**src/rtl/pwm_bank_if.sv**
```systemverilog
// -----------------------------------------------------------------------------
// pwm_bank_if
//   Request/rvalid device bus shared by the simple peripherals of the system.
//   master : drives a single-cycle request (req/addr/we/be/wdata)
//   slave  : answers one cycle later with rvalid and, for reads, rdata
// -----------------------------------------------------------------------------
interface pwm_bank_if;
    logic        device_req_i;
    logic [31:0] device_addr_i;
    logic        device_we_i;
    logic [3:0]  device_be_i;
    logic [31:0] device_wdata_i;
    logic        device_rvalid_o;
    logic [31:0] device_rdata_o;

    modport master (
        output device_req_i, device_addr_i, device_we_i, device_be_i, device_wdata_i,
        input  device_rvalid_o, device_rdata_o
    );

    modport slave (
        input  device_req_i, device_addr_i, device_we_i, device_be_i, device_wdata_i,
        output device_rvalid_o, device_rdata_o
    );
endinterface

```
**src/rtl/pwm_bank.sv**
```systemverilog
// -----------------------------------------------------------------------------
// pwm_bank
//   Bus-programmable bank of NumChannels PWM generators with shadowed
//   pulse/max registers that are copied to the active set at each channel's
//   counter wrap (or on the next cycle while the bank is disabled).
//
//   Ports
//     clk_i   : system clock
//     rst_ni  : asynchronous active-low reset
//     bus     : device bus slave (req/addr/we/be/wdata -> rvalid/rdata)
//     pwm_o   : registered PWM outputs, one per channel
//
//   Word map (byte offsets)
//     0x000 CTRL   bit0 EN, bit1 UPD (write 1 = request, read = any pending),
//                  bit2 INV
//     0x004 INFO   [7:0] NumChannels, [15:8] CtrWidth (read-only)
//     0x100+8*i    PULSE_i shadow
//     0x104+8*i    MAX_i   shadow
// -----------------------------------------------------------------------------
module pwm_bank #(
    parameter int NumChannels = 12,
    parameter int CtrWidth    = 8
) (
    input  logic                   clk_i,
    input  logic                   rst_ni,
    pwm_bank_if.slave              bus,
    output logic [NumChannels-1:0] pwm_o
);
    typedef logic [CtrWidth-1:0] cval_t;

    localparam logic [9:0] CtrlWord = 10'h000;
    localparam logic [9:0] InfoWord = 10'h001;

    // Control state
    logic en_q, en_d;
    logic inv_q, inv_d;

    // Per-channel state
    cval_t                  pulse_s_q [NumChannels];
    cval_t                  pulse_s_d [NumChannels];
    cval_t                  max_s_q   [NumChannels];
    cval_t                  max_s_d   [NumChannels];
    cval_t                  pulse_a_q [NumChannels];
    cval_t                  pulse_a_d [NumChannels];
    cval_t                  max_a_q   [NumChannels];
    cval_t                  max_a_d   [NumChannels];
    cval_t                  ctr_q     [NumChannels];
    cval_t                  ctr_d     [NumChannels];
    logic [NumChannels-1:0] pend_q, pend_d;
    logic [NumChannels-1:0] pwm_q, pwm_d;

    // Bus response
    logic        rvalid_q;
    logic [31:0] rdata_q, rdata_d;

    // Address decode: word index [11:2]; channel window 0x100..0x1FF holds
    // 32 channel slots of two words each.
    logic [9:0] word;
    logic       chan_region;
    logic [4:0] ch_idx;
    logic       is_max;
    logic       wr, rd, ctrl_wr, upd_wr;
    logic       unused_addr;

    assign word        = bus.device_addr_i[11:2];
    assign chan_region = (word[9:6] == 4'h1);
    assign ch_idx      = word[5:1];
    assign is_max      = word[0];
    assign wr          = bus.device_req_i & bus.device_we_i;
    assign rd          = bus.device_req_i & ~bus.device_we_i;
    assign ctrl_wr     = wr && (word == CtrlWord) && bus.device_be_i[0];
    assign upd_wr      = ctrl_wr && bus.device_wdata_i[1];
    assign unused_addr = ^{bus.device_addr_i[31:12], bus.device_addr_i[1:0]};

    // Byte-enable merge into a CtrWidth-bit register; bits at or above
    // CtrWidth are dropped.
    function automatic cval_t merge_be(cval_t old, logic [31:0] wdata, logic [3:0] be);
        logic [31:0] merged;
        merged = 32'(old);
        for (int b = 0; b < 4; b++) begin
            if (be[b]) merged[8*b +: 8] = wdata[8*b +: 8];
        end
        return merged[CtrWidth-1:0];
    endfunction

    always_comb begin
        // NOTE: every signal written here gets a default first, so no path can
        // leave it unassigned and infer a latch.
        en_d    = en_q;
        inv_d   = inv_q;
        pend_d  = pend_q;
        pwm_d   = pwm_q;
        rdata_d = '0;

        if (ctrl_wr) begin
            en_d  = bus.device_wdata_i[0];
            inv_d = bus.device_wdata_i[2];
        end

        for (int i = 0; i < NumChannels; i++) begin
            logic wrap;
            logic apply;

            pulse_s_d[i] = pulse_s_q[i];
            max_s_d[i]   = max_s_q[i];
            pulse_a_d[i] = pulse_a_q[i];
            max_a_d[i]   = max_a_q[i];

            wrap  = en_q && (ctr_q[i] == max_a_q[i]);
            // Disabled channels apply a pending update straight away.
            apply = pend_q[i] && (wrap || !en_q);

            // Apply copies the pre-write shadow; a UPD arriving in the same
            // cycle uses pend_q, so it waits for the following wrap.
            if (apply) begin
                pulse_a_d[i] = pulse_s_q[i];
                max_a_d[i]   = max_s_q[i];
            end
            pend_d[i] = (pend_q[i] & ~apply) | upd_wr;

            ctr_d[i] = (!en_q || wrap) ? '0 : ctr_q[i] + cval_t'(1);
            pwm_d[i] = en_q ? ((ctr_q[i] < pulse_a_q[i]) ^ inv_q) : inv_q;

            if (wr && chan_region && (ch_idx == 5'(i))) begin
                if (is_max) max_s_d[i]   = merge_be(max_s_q[i], bus.device_wdata_i, bus.device_be_i);
                else        pulse_s_d[i] = merge_be(pulse_s_q[i], bus.device_wdata_i, bus.device_be_i);
            end

            if (rd && chan_region && (ch_idx == 5'(i))) begin
                rdata_d = is_max ? 32'(max_s_q[i]) : 32'(pulse_s_q[i]);
            end
        end

        if (rd && (word == CtrlWord)) rdata_d = {29'd0, inv_q, |pend_q, en_q};
        if (rd && (word == InfoWord)) rdata_d = {16'd0, 8'(CtrWidth), 8'(NumChannels)};
    end

    // NOTE: sequential state uses non-blocking assignments so every register
    // samples the pre-edge values regardless of statement order.
    always_ff @(posedge clk_i or negedge rst_ni) begin
        if (!rst_ni) begin
            en_q     <= 1'b0;
            inv_q    <= 1'b0;
            pend_q   <= '0;
            pwm_q    <= '0;
            rvalid_q <= 1'b0;
            rdata_q  <= '0;
            // NOTE: the per-channel arrays are real state with defined reset
            // values (max = all ones), so they are reset like any flop.
            for (int i = 0; i < NumChannels; i++) begin
                pulse_s_q[i] <= '0;
                max_s_q[i]   <= '1;
                pulse_a_q[i] <= '0;
                max_a_q[i]   <= '1;
                ctr_q[i]     <= '0;
            end
        end else begin
            en_q     <= en_d;
            inv_q    <= inv_d;
            pend_q   <= pend_d;
            pwm_q    <= pwm_d;
            rvalid_q <= bus.device_req_i;
            rdata_q  <= rdata_d;
            for (int i = 0; i < NumChannels; i++) begin
                pulse_s_q[i] <= pulse_s_d[i];
                max_s_q[i]   <= max_s_d[i];
                pulse_a_q[i] <= pulse_a_d[i];
                max_a_q[i]   <= max_a_d[i];
                ctr_q[i]     <= ctr_d[i];
            end
        end
    end

    assign pwm_o               = pwm_q;
    assign bus.device_rvalid_o = rvalid_q;
    assign bus.device_rdata_o  = rdata_q;

endmodule

```
**src/flat_wrapper.sv**
```systemverilog
// flat-port wrapper written by rule: the top's interface ports become plain ports
module pwm_bank_flat 
#(
    parameter int NumChannels = 12,
    parameter int CtrWidth    = 8
)
  (clk_i, rst_ni, pwm_o, bus_device_req_i, bus_device_addr_i, bus_device_we_i, bus_device_be_i, bus_device_wdata_i, bus_device_rvalid_o, bus_device_rdata_o);
  pwm_bank_if bus_i ();
  input  logic clk_i;
  input  logic rst_ni;
  output logic [NumChannels-1:0] pwm_o;
  input wire logic [$bits(bus_i.device_req_i)-1:0] bus_device_req_i;
  input wire logic [$bits(bus_i.device_addr_i)-1:0] bus_device_addr_i;
  input wire logic [$bits(bus_i.device_we_i)-1:0] bus_device_we_i;
  input wire logic [$bits(bus_i.device_be_i)-1:0] bus_device_be_i;
  input wire logic [$bits(bus_i.device_wdata_i)-1:0] bus_device_wdata_i;
  output wire logic [$bits(bus_i.device_rvalid_o)-1:0] bus_device_rvalid_o;
  output wire logic [$bits(bus_i.device_rdata_o)-1:0] bus_device_rdata_o;
  assign bus_i.device_req_i = bus_device_req_i;
  assign bus_i.device_addr_i = bus_device_addr_i;
  assign bus_i.device_we_i = bus_device_we_i;
  assign bus_i.device_be_i = bus_device_be_i;
  assign bus_i.device_wdata_i = bus_device_wdata_i;
  assign bus_device_rvalid_o = bus_i.device_rvalid_o;
  assign bus_device_rdata_o = bus_i.device_rdata_o;
  pwm_bank #(.NumChannels(NumChannels), .CtrWidth(CtrWidth)) u_core (.clk_i(clk_i), .rst_ni(rst_ni), .bus(bus_i), .pwm_o(pwm_o));
endmodule
```
**config.mk**
```make
export PLATFORM = sky130hd
export DESIGN_NAME = pwm_bank_flat
export DESIGN_NICKNAME = d
export VERILOG_FILES = /design/src/rtl/pwm_bank_if.sv /design/src/rtl/pwm_bank.sv /design/src/flat_wrapper.sv
export SDC_FILE = /design/constraint.sdc
export NUM_CORES = 1
export LEC_CHECK = 0
export ABC_AREA = 1
export BUFFER_PORTS_ARGS = -buffer_cell sky130_fd_sc_hd__clkbuf_2
export CAP_MARGIN = 20
export CORE_MARGIN = 1
export CORE_UTILIZATION = 40
export DETAILED_ROUTE_END_ITERATION = 8
export SETUP_SLACK_MARGIN = 0.4
export SYNTH_ARGS = -nofsm -noshare
export SYNTH_HDL_FRONTEND = slang
export SYNTH_SLANG_ARGS = --single-unit
```
**constraint.sdc**
```tcl
create_clock -name clk_i -period 2.4 [get_ports clk_i]
set_input_delay 0.48 -clock clk_i [delete_from_list [all_inputs] [get_ports clk_i]]
set_output_delay 0.48 -clock clk_i [all_outputs]
set_load 0.05 [all_outputs]
```
# Word-level counts from Yosys, hierarchy flattened
# Index checks and enable logic that the tools add are counted.
[totals]
word_cells = 312
input_bits = 72
output_inout_bits = 45
regBits = 539
[classes]
n_bitwise = 52
n_reduce_logical = 95
eq_ne = 25
n_addsub = 12
n_mux = 50
order_cmp = 12
[ops]
columns = ["cell", "n"]
rows = [
  ["two-way mux 32 bit", 14],
  ["two-way mux 8 bit", 24],
  ["adder 8 x 1 -> 8 bit (second input constant)", 12],
  ["equality test 8 bit", 12],
  ["< comparator 8 bit", 12],
  ["AND reduction 3 bit", 24],
  ["logical AND 1 bit", 55],
  ["equality test 5 x 3 -> 1 bit (second input constant)", 4],
  ["equality test 5 x 4 -> 1 bit (second input constant)", 4],
  ["AND 1 bit", 14],
  ["inverter 1 bit", 14],
  ["logical OR 1 bit", 12],
  ["two-way mux 1 bit", 12],
  ["bitwise OR 1 bit", 12],
  ["OR reduction 12 bit", 1],
  ["bitwise XOR 1 bit", 12],
  ["equality test 10 x 1 -> 1 bit (second input constant)", 1],
  ["equality test 5 x 2 -> 1 bit (second input constant)", 2],
  ["logical NOT 10 bit", 1],
  ["equality test 5 x 1 -> 1 bit (second input constant)", 1],
  ["logical NOT 5 bit", 1],
  ["equality test 4 x 1 -> 1 bit (second input constant)", 1],
  ["logical NOT 1 bit", 1],
]

# Longest topological paths before layout
[logic_depth]
ltp_word = 18
mapped_depth = 18
depth_no_buf = 17

# Worst setup path before layout
# Ideal clock, no wire load.
[synth_path]
path_kind = "input to register"
startpoint = "input port bus_device_addr_i[11]"
endpoint = "register u_core.rdata_q[2], in the netlist u_core.bus.device_rdata_o[2]"
path_slack_ns = 0.569
required_time_ns = 2.280
setup_time_ns = 0.120
stages = 11
arrival_ns = 1.710
path_buffers = 3
cell_sequence = "nor2_2 > nand2_4 > nor2_8 > buf_8 > buf_8 > nand2_1 > clkbuf_1 > o21ai_0 > inv_1 > nand2_1 > nand2_1"
[synth_via]
elab_chain_cells = 17
word_cells_on_any_way = 32
cone_classes = "eq/ne (2); mux (14); reduce/logical (16)"
[synth_lines]
columns = ["item", "line_no", "rtl"]
rows = [
  ["start, declared", "flat_wrapper.sv:13", "input wire logic [$bits(bus_i.device_addr_i)-1:0] bus_device_addr_i;"],
  ["equality test 4 x 1 -> 1 bit", "pwm_bank.sv:66", "assign chan_region = (word[9:6] == 4'h1);"],
  ["logical AND 1 bit (2 in a row)", "pwm_bank.sv:129", "if (rd && chan_region && (ch_idx == 5'(i))) begin"],
  ["two-way mux 32 bit (12 in a row)", "pwm_bank.sv:129", ""],
  ["two-way mux 32 bit", "pwm_bank.sv:134", "if (rd && (word == CtrlWord)) rdata_d = {29'd0, inv_q, |pend_q, en_q};"],
  ["two-way mux 32 bit (*)", "pwm_bank.sv:135", "if (rd && (word == InfoWord)) rdata_d = {16'd0, 8'(CtrWidth), 8'(NumChannels)};"],
  ["via u_core.rdata_d[2]", "pwm_bank.sv:54", "logic [31:0] rdata_q, rdata_d;"],
  ["end signal, assigned", "pwm_bank.sv:163", "rdata_q <= rdata_d;"],
  ["end, declared", "pwm_bank.sv:54", ""],
]
# The timed path passes the listed nets; every way through them passes the cells marked *.
# A chain may end at the register's enable or synchronous reset.

# Worst setup path in the final report
[layout_path]
startpoint = "register u_core.max_a_q[47] (netlist bit)"
endpoint = "register u_core.max_a_q[45] (netlist bit)"
[layout_via]
elab_chain_cells = 4
[layout_lines]
columns = ["item", "line_no", "rtl"]
rows = [
  ["start, declared", "pwm_bank.sv:45", "cval_t max_a_q [NumChannels];"],
  ["start signal, assigned by index", "pwm_bank.sv:168", "max_a_q[i] <= max_a_d[i];"],
  ["equality test 8 bit", "pwm_bank.sv:109", "wrap = en_q && (ctr_q[i] == max_a_q[i]);"],
  ["logical AND 1 bit", "pwm_bank.sv:109", ""],
  ["logical OR 1 bit", "pwm_bank.sv:111", "apply = pend_q[i] && (wrap || !en_q);"],
  ["logical AND 1 bit", "pwm_bank.sv:111", ""],
]
# Every way passes these cells.

==> results.md <==
* Outcome: complete, no violations
* Via count of the first global-routing pass at 19.21k
* Unrepaired setup endpoints after global routing: false
* Number of placement rows at between 90 and 100
* Clock transition at the registers of the reported paths at ~0.060 ns
* Most used flip-flop cell after synthesis: dfrtp_1
* Area of the core at between 60,000 and 70,000 sq um
* Effective utilization at floorplan at 0.4062
* Last weighted congestion value of the routability-driven placer at around 0.91
* Critical Path Sink Type: register
* Max transition margin at 0.4824
* DR vias/cell at 4.951
* Number of CTS-inserted buffers at 54
* Type of the setup path with the least slack: reg2reg
* Antenna violations before repair at 1
* Logic depth of the worst register-to-register path at 7
* Avg Cell Area, Syn at 8.670 sq um
* Die Y at ~260 microns
* Overflow after GRT at 0
* Remaining antenna violation count at 0
* Critical-path cell list: xnor2_1 -> nand3_1 -> nor3_1 -> nand3_1 -> nand2_2 -> nand2_4 -> mux2_2
* Clock tree root driver cell: clkbuf_16
* Number of synthesized register bits at approximately 520
* Worst R2R End: u_core.max_a_q[45]
* DIE WIDTH at around 260 microns
* Transition time of the tightest slew-check pin at 0.7755 ns
* Number of clock sinks seen by CTS at 516
* Average wire per standard cell at roughly 16 microns
* Power per cell area at roughly 620 nW/um^2
* Post-synthesis cell area at ~26,000 sq um
* Total number of vias at approximately 19k
* Number of distinct library cells after synthesis at 48
* Critical register-to-register path startpoint: u_core.max_a_q[47]
* Detailed-route DRC error count at 0
* Share of the synthesized area in the top cell type at 0.3158
* Max capacitance violation total at 0
* Number of inserted filler cells in the final layout at approximately 6k
* Maximum fanout encountered on the critical timing path at 25
* Setup total negative slack at 0 ns
* Share of synthesized registers carrying an async set or reset at 1.000
* Longest Clk Path Bufs at 3
* Deepest level of the CTS H-tree at 2
* Count of flip-flops with a built-in enable after synthesis at 0
* Delay of the slowest critical-path stage at about 0.54 ns
* Pin count of the biggest net entering global routing at 77
* Cell seen most often among critical-path stages: nand3_1
* Critical path startpoint category: register
* Leak at 13.03 nW
* Post-synthesis instance total at between 2k and 3k
* Worst skew pair latency at roughly 0.62 ns
* Power after layout at 0.01807 W
* Class of the tightest hold or removal check: in2async
* Most area-consuming cells after synthesis: dfrtp_1 (32%), dfstp_2 (20%), nand2_1 (9.9%)
* Sum of routed wire length over all layers at between 60,000 and 70,000 microns
* Count of buffer and inverter cells on the critical path at 0
* Setup Buffers After CTS at 0
* Number of setup violations in the final report at 0
* Worst reg2reg setup slack at approximately 0.5 ns
* Share of the yosys chip area belonging to registers at 0.5124
* Clk_skew at around 0.020 ns
* HPWL after DPL at between 40,000 and 50,000 microns
* First drt pass iteration count at 7
* Number of hold violations in the final report at 0
* Worst IR Drop VDD at 0.5123 mV
* Data arrival time of the critical path at ~2.4 ns
* Cell with the largest stage delay on the worst path: dfstp_2
* Shortest clock period the worst path allows after layout at approximately 1.9 ns
* Cell family contributing the most delay on the critical path: simple AND/OR/NAND/NOR gates
* First DRT Iteration DRCs at ~1.6k
* Nets@finish at between 3k and 4k
* Overall die area at 65,190 sq um
* Final worst path period share at 0.7888
* Boundary pin count at 117
* Global-route wire length before repair at approximately 100,000 microns
* Final count of pins violating max slew at 0
* Dominant cell type by area after synthesis: dfrtp_1
* Maximum achievable frequency at between 500 and 600 MHz
* Critical path required time at 2.94 ns
* Area growth from synthesis to layout at 13.60%
* Layout cell share with drive strength beyond 1 at 0.1783
* Yosys synthesis warning count at 0
* CTS tree: done
* Global-route usage over all layers at 0.1984
* Port bufs at 44
-- worst max path at each step --
stage | startpoint | endpoint | slack (ns) | cells past startpoint
6_report | u_core.max_a_q[47] | u_core.max_a_q[45] | 0.51 | 7
5_1_grt | u_core.max_a_q[71] | u_core.max_a_q[69] | 0.40 | 8
4_1_cts | u_core.max_a_q[0] | u_core.max_a_q[7] | 0.40 | 7
3_5_place_dp | bus_device_addr_i[11] | u_core.bus.device_rdata_o[0] | 0.03 | 17
3_3_place_gp | bus_device_addr_i[11] | u_core.bus.device_rdata_o[0] | 0.04 | 17
2_1_floorplan | bus_device_addr_i[11] | u_core.bus.device_rdata_o[2] | 0.57 | 11
-- final cells by class --
type | instances | area, sq um | area share
clock inverters | 24 | 302.8 | 0.01038
well taps | 846 | 1059 | 0.03630
inverters | 384 | 1441 | 0.04943
clock buffers | 78 | 1543 | 0.05290
multi-input cells | 1948 | 10560 | 0.3622
flip-flops and latches | 516 | 13150 | 0.4510
diodes | 1 | 2.502 | 0.00008581
repair buffers | 135 | 1100 | 0.03771
-- timing repair --
item,in CTS,in global routing
endpoints found under the setup margin,72,87
endpoints found under the hold margin,22,0
hold buffers,2,0
pin swaps,0,1
gates resized for setup,11,18
-- cell families (layout without fill, tap and decap cells) --
group / after synthesis / count (layout) / synth area share
adders and majority gates: 96 / 96 / 0.04679
DFF: 516 / 516 / 0.5124
xor gates and xnor gates: 83 / 83 / 0.02832
other: 1 / 24 / 0.0001461
AOI/OAI and AO/OA: 611 / 611 / 0.1273
buffers and inverters: 519 / 621 / 0.08378
muxes: 44 / 44 / 0.01930
and+or+nand+nor: 1091 / 1091 / 0.1820
-- worst reg2reg max path, stage by stage (launching register included) --
cell and delay (ns):
dfstp_2 0.54, xnor2_1 0.11, nand3_1 0.11, nor3_1 0.22, nand3_1 0.12, nand2_2 0.19, nand2_4 0.20, mux2_2 0.34
-- through the flow --
stage / instances / instance area (sq um) / util / hold WS (ns) / worst slack, ns
after CTS: 3931 / 29080 / 0.4601 / 0.3127 / 0.4042
after global routing: 3931 / 29160 / 0.4614 / 0.3335 / 0.3977
after detailed placement: 3827 / 27180 / 0.4301 / 0.3810 / 0.02989
after floorplan: 2983 / 25750 / - / 0.1844 / 0.5695
final: 3932 / 29160 / 0.4615 / 0.3266 / 0.5070
after global placement: 3827 / 27180 / 0.4301 / 0.3770 / 0.04285
-- routing by layer --
layer / wire length [microns] / GRT usage / vias up
li1: - / - / 9641
met1: 29380 / 0.2722 / 9344
met2: 29870 / 0.3207 / 396
met3: 3444 / 0.03244 / 86
met4: 1638 / 0.06141 / 0
met5: 0 / 0 / -
-- cell usage in the layout (no fill, tap or decap), types with 6 or more instances in the layout --
| master | count |
|---|---|
| clkbuf_8 | 8 |
| o21ai_2 | 6 |
| xor2_1 | 25 |
| ha_1 | 96 |
| mux2_2 | 40 |
| nand3_1 | 87 |
| nor2_1 | 154 |
| nand4_1 | 18 |
| clkbuf_16 | 55 |
| xnor2_1 | 57 |
| nand2_1 | 669 |
| and3_1 | 16 |
| a21oi_1 | 88 |
| dfstp_2 | 192 |
| clkbuf_1 | 15 |
| bufinv_16 | 6 |
| nand2_4 | 10 |
| nor2_4 | 8 |
| inv_1 | 376 |
| inv_2 | 8 |
| or2_2 | 33 |
| conb_1 | 23 |
| nor3_1 | 53 |
| a21o_1 | 12 |
| clkinv_2 | 13 |
| a21boi_0 | 9 |
| nor2_2 | 7 |
| a211oi_1 | 12 |
| o21ai_1 | 34 |
| o211ai_1 | 23 |
| o21ai_0 | 413 |
| buf_4 | 75 |
| nand2_2 | 15 |
| buf_12 | 14 |
| clkbuf_2 | 42 |
| dfrtp_1 | 324 |
-- flip-flops by register name, summed over array words and instances (netlist names) --
| signal | flops |
|---|---|
| u_core.max_a_q | 96 |
| u_core.en_q | 1 |
| u_core.bus.device_rvalid_o | 1 |
| u_core.pulse_a_q | 96 |
| u_core.pulse_s_q | 96 |
| u_core.pwm_o | 12 |
| u_core.pend_q | 12 |
| u_core.bus.device_rdata_o | 9 |
| u_core.inv_q | 1 |
| u_core.max_s_q | 96 |
| u_core.ctr_q | 96 |
-- cell usage after synthesis (7+ instances only) --
cell and count:
a211oi_1 12, a21boi_0 9, a21o_1 12, a21oi_1 88
and3_1 16, buf_2 39, buf_4 27, clkbuf_1 62
dfrtp_1 324, dfstp_2 192, ha_1 96, inv_1 376
inv_2 8, mux2_2 40, nand2_1 680, nand2_2 14
nand3_1 88, nand4_1 18, nor2_1 154, nor2_2 7
nor2_4 8, nor3_1 53, o211ai_1 23, o21ai_0 415
o21ai_1 33, or2_2 33, xnor2_1 57, xor2_1 26
-- power by group --
group | leakage [nW] | internal, W | switching, W | total, W
clock network | 0.911 | 0.00512 | 0.00354 | 0.00867
logic | 5.61 | 0.000134 | 0.000520 | 0.000653
registers | 6.50 | 0.00874 | 0.0000126 | 0.00875
Note: power is estimated with default switching activity, not from simulation.
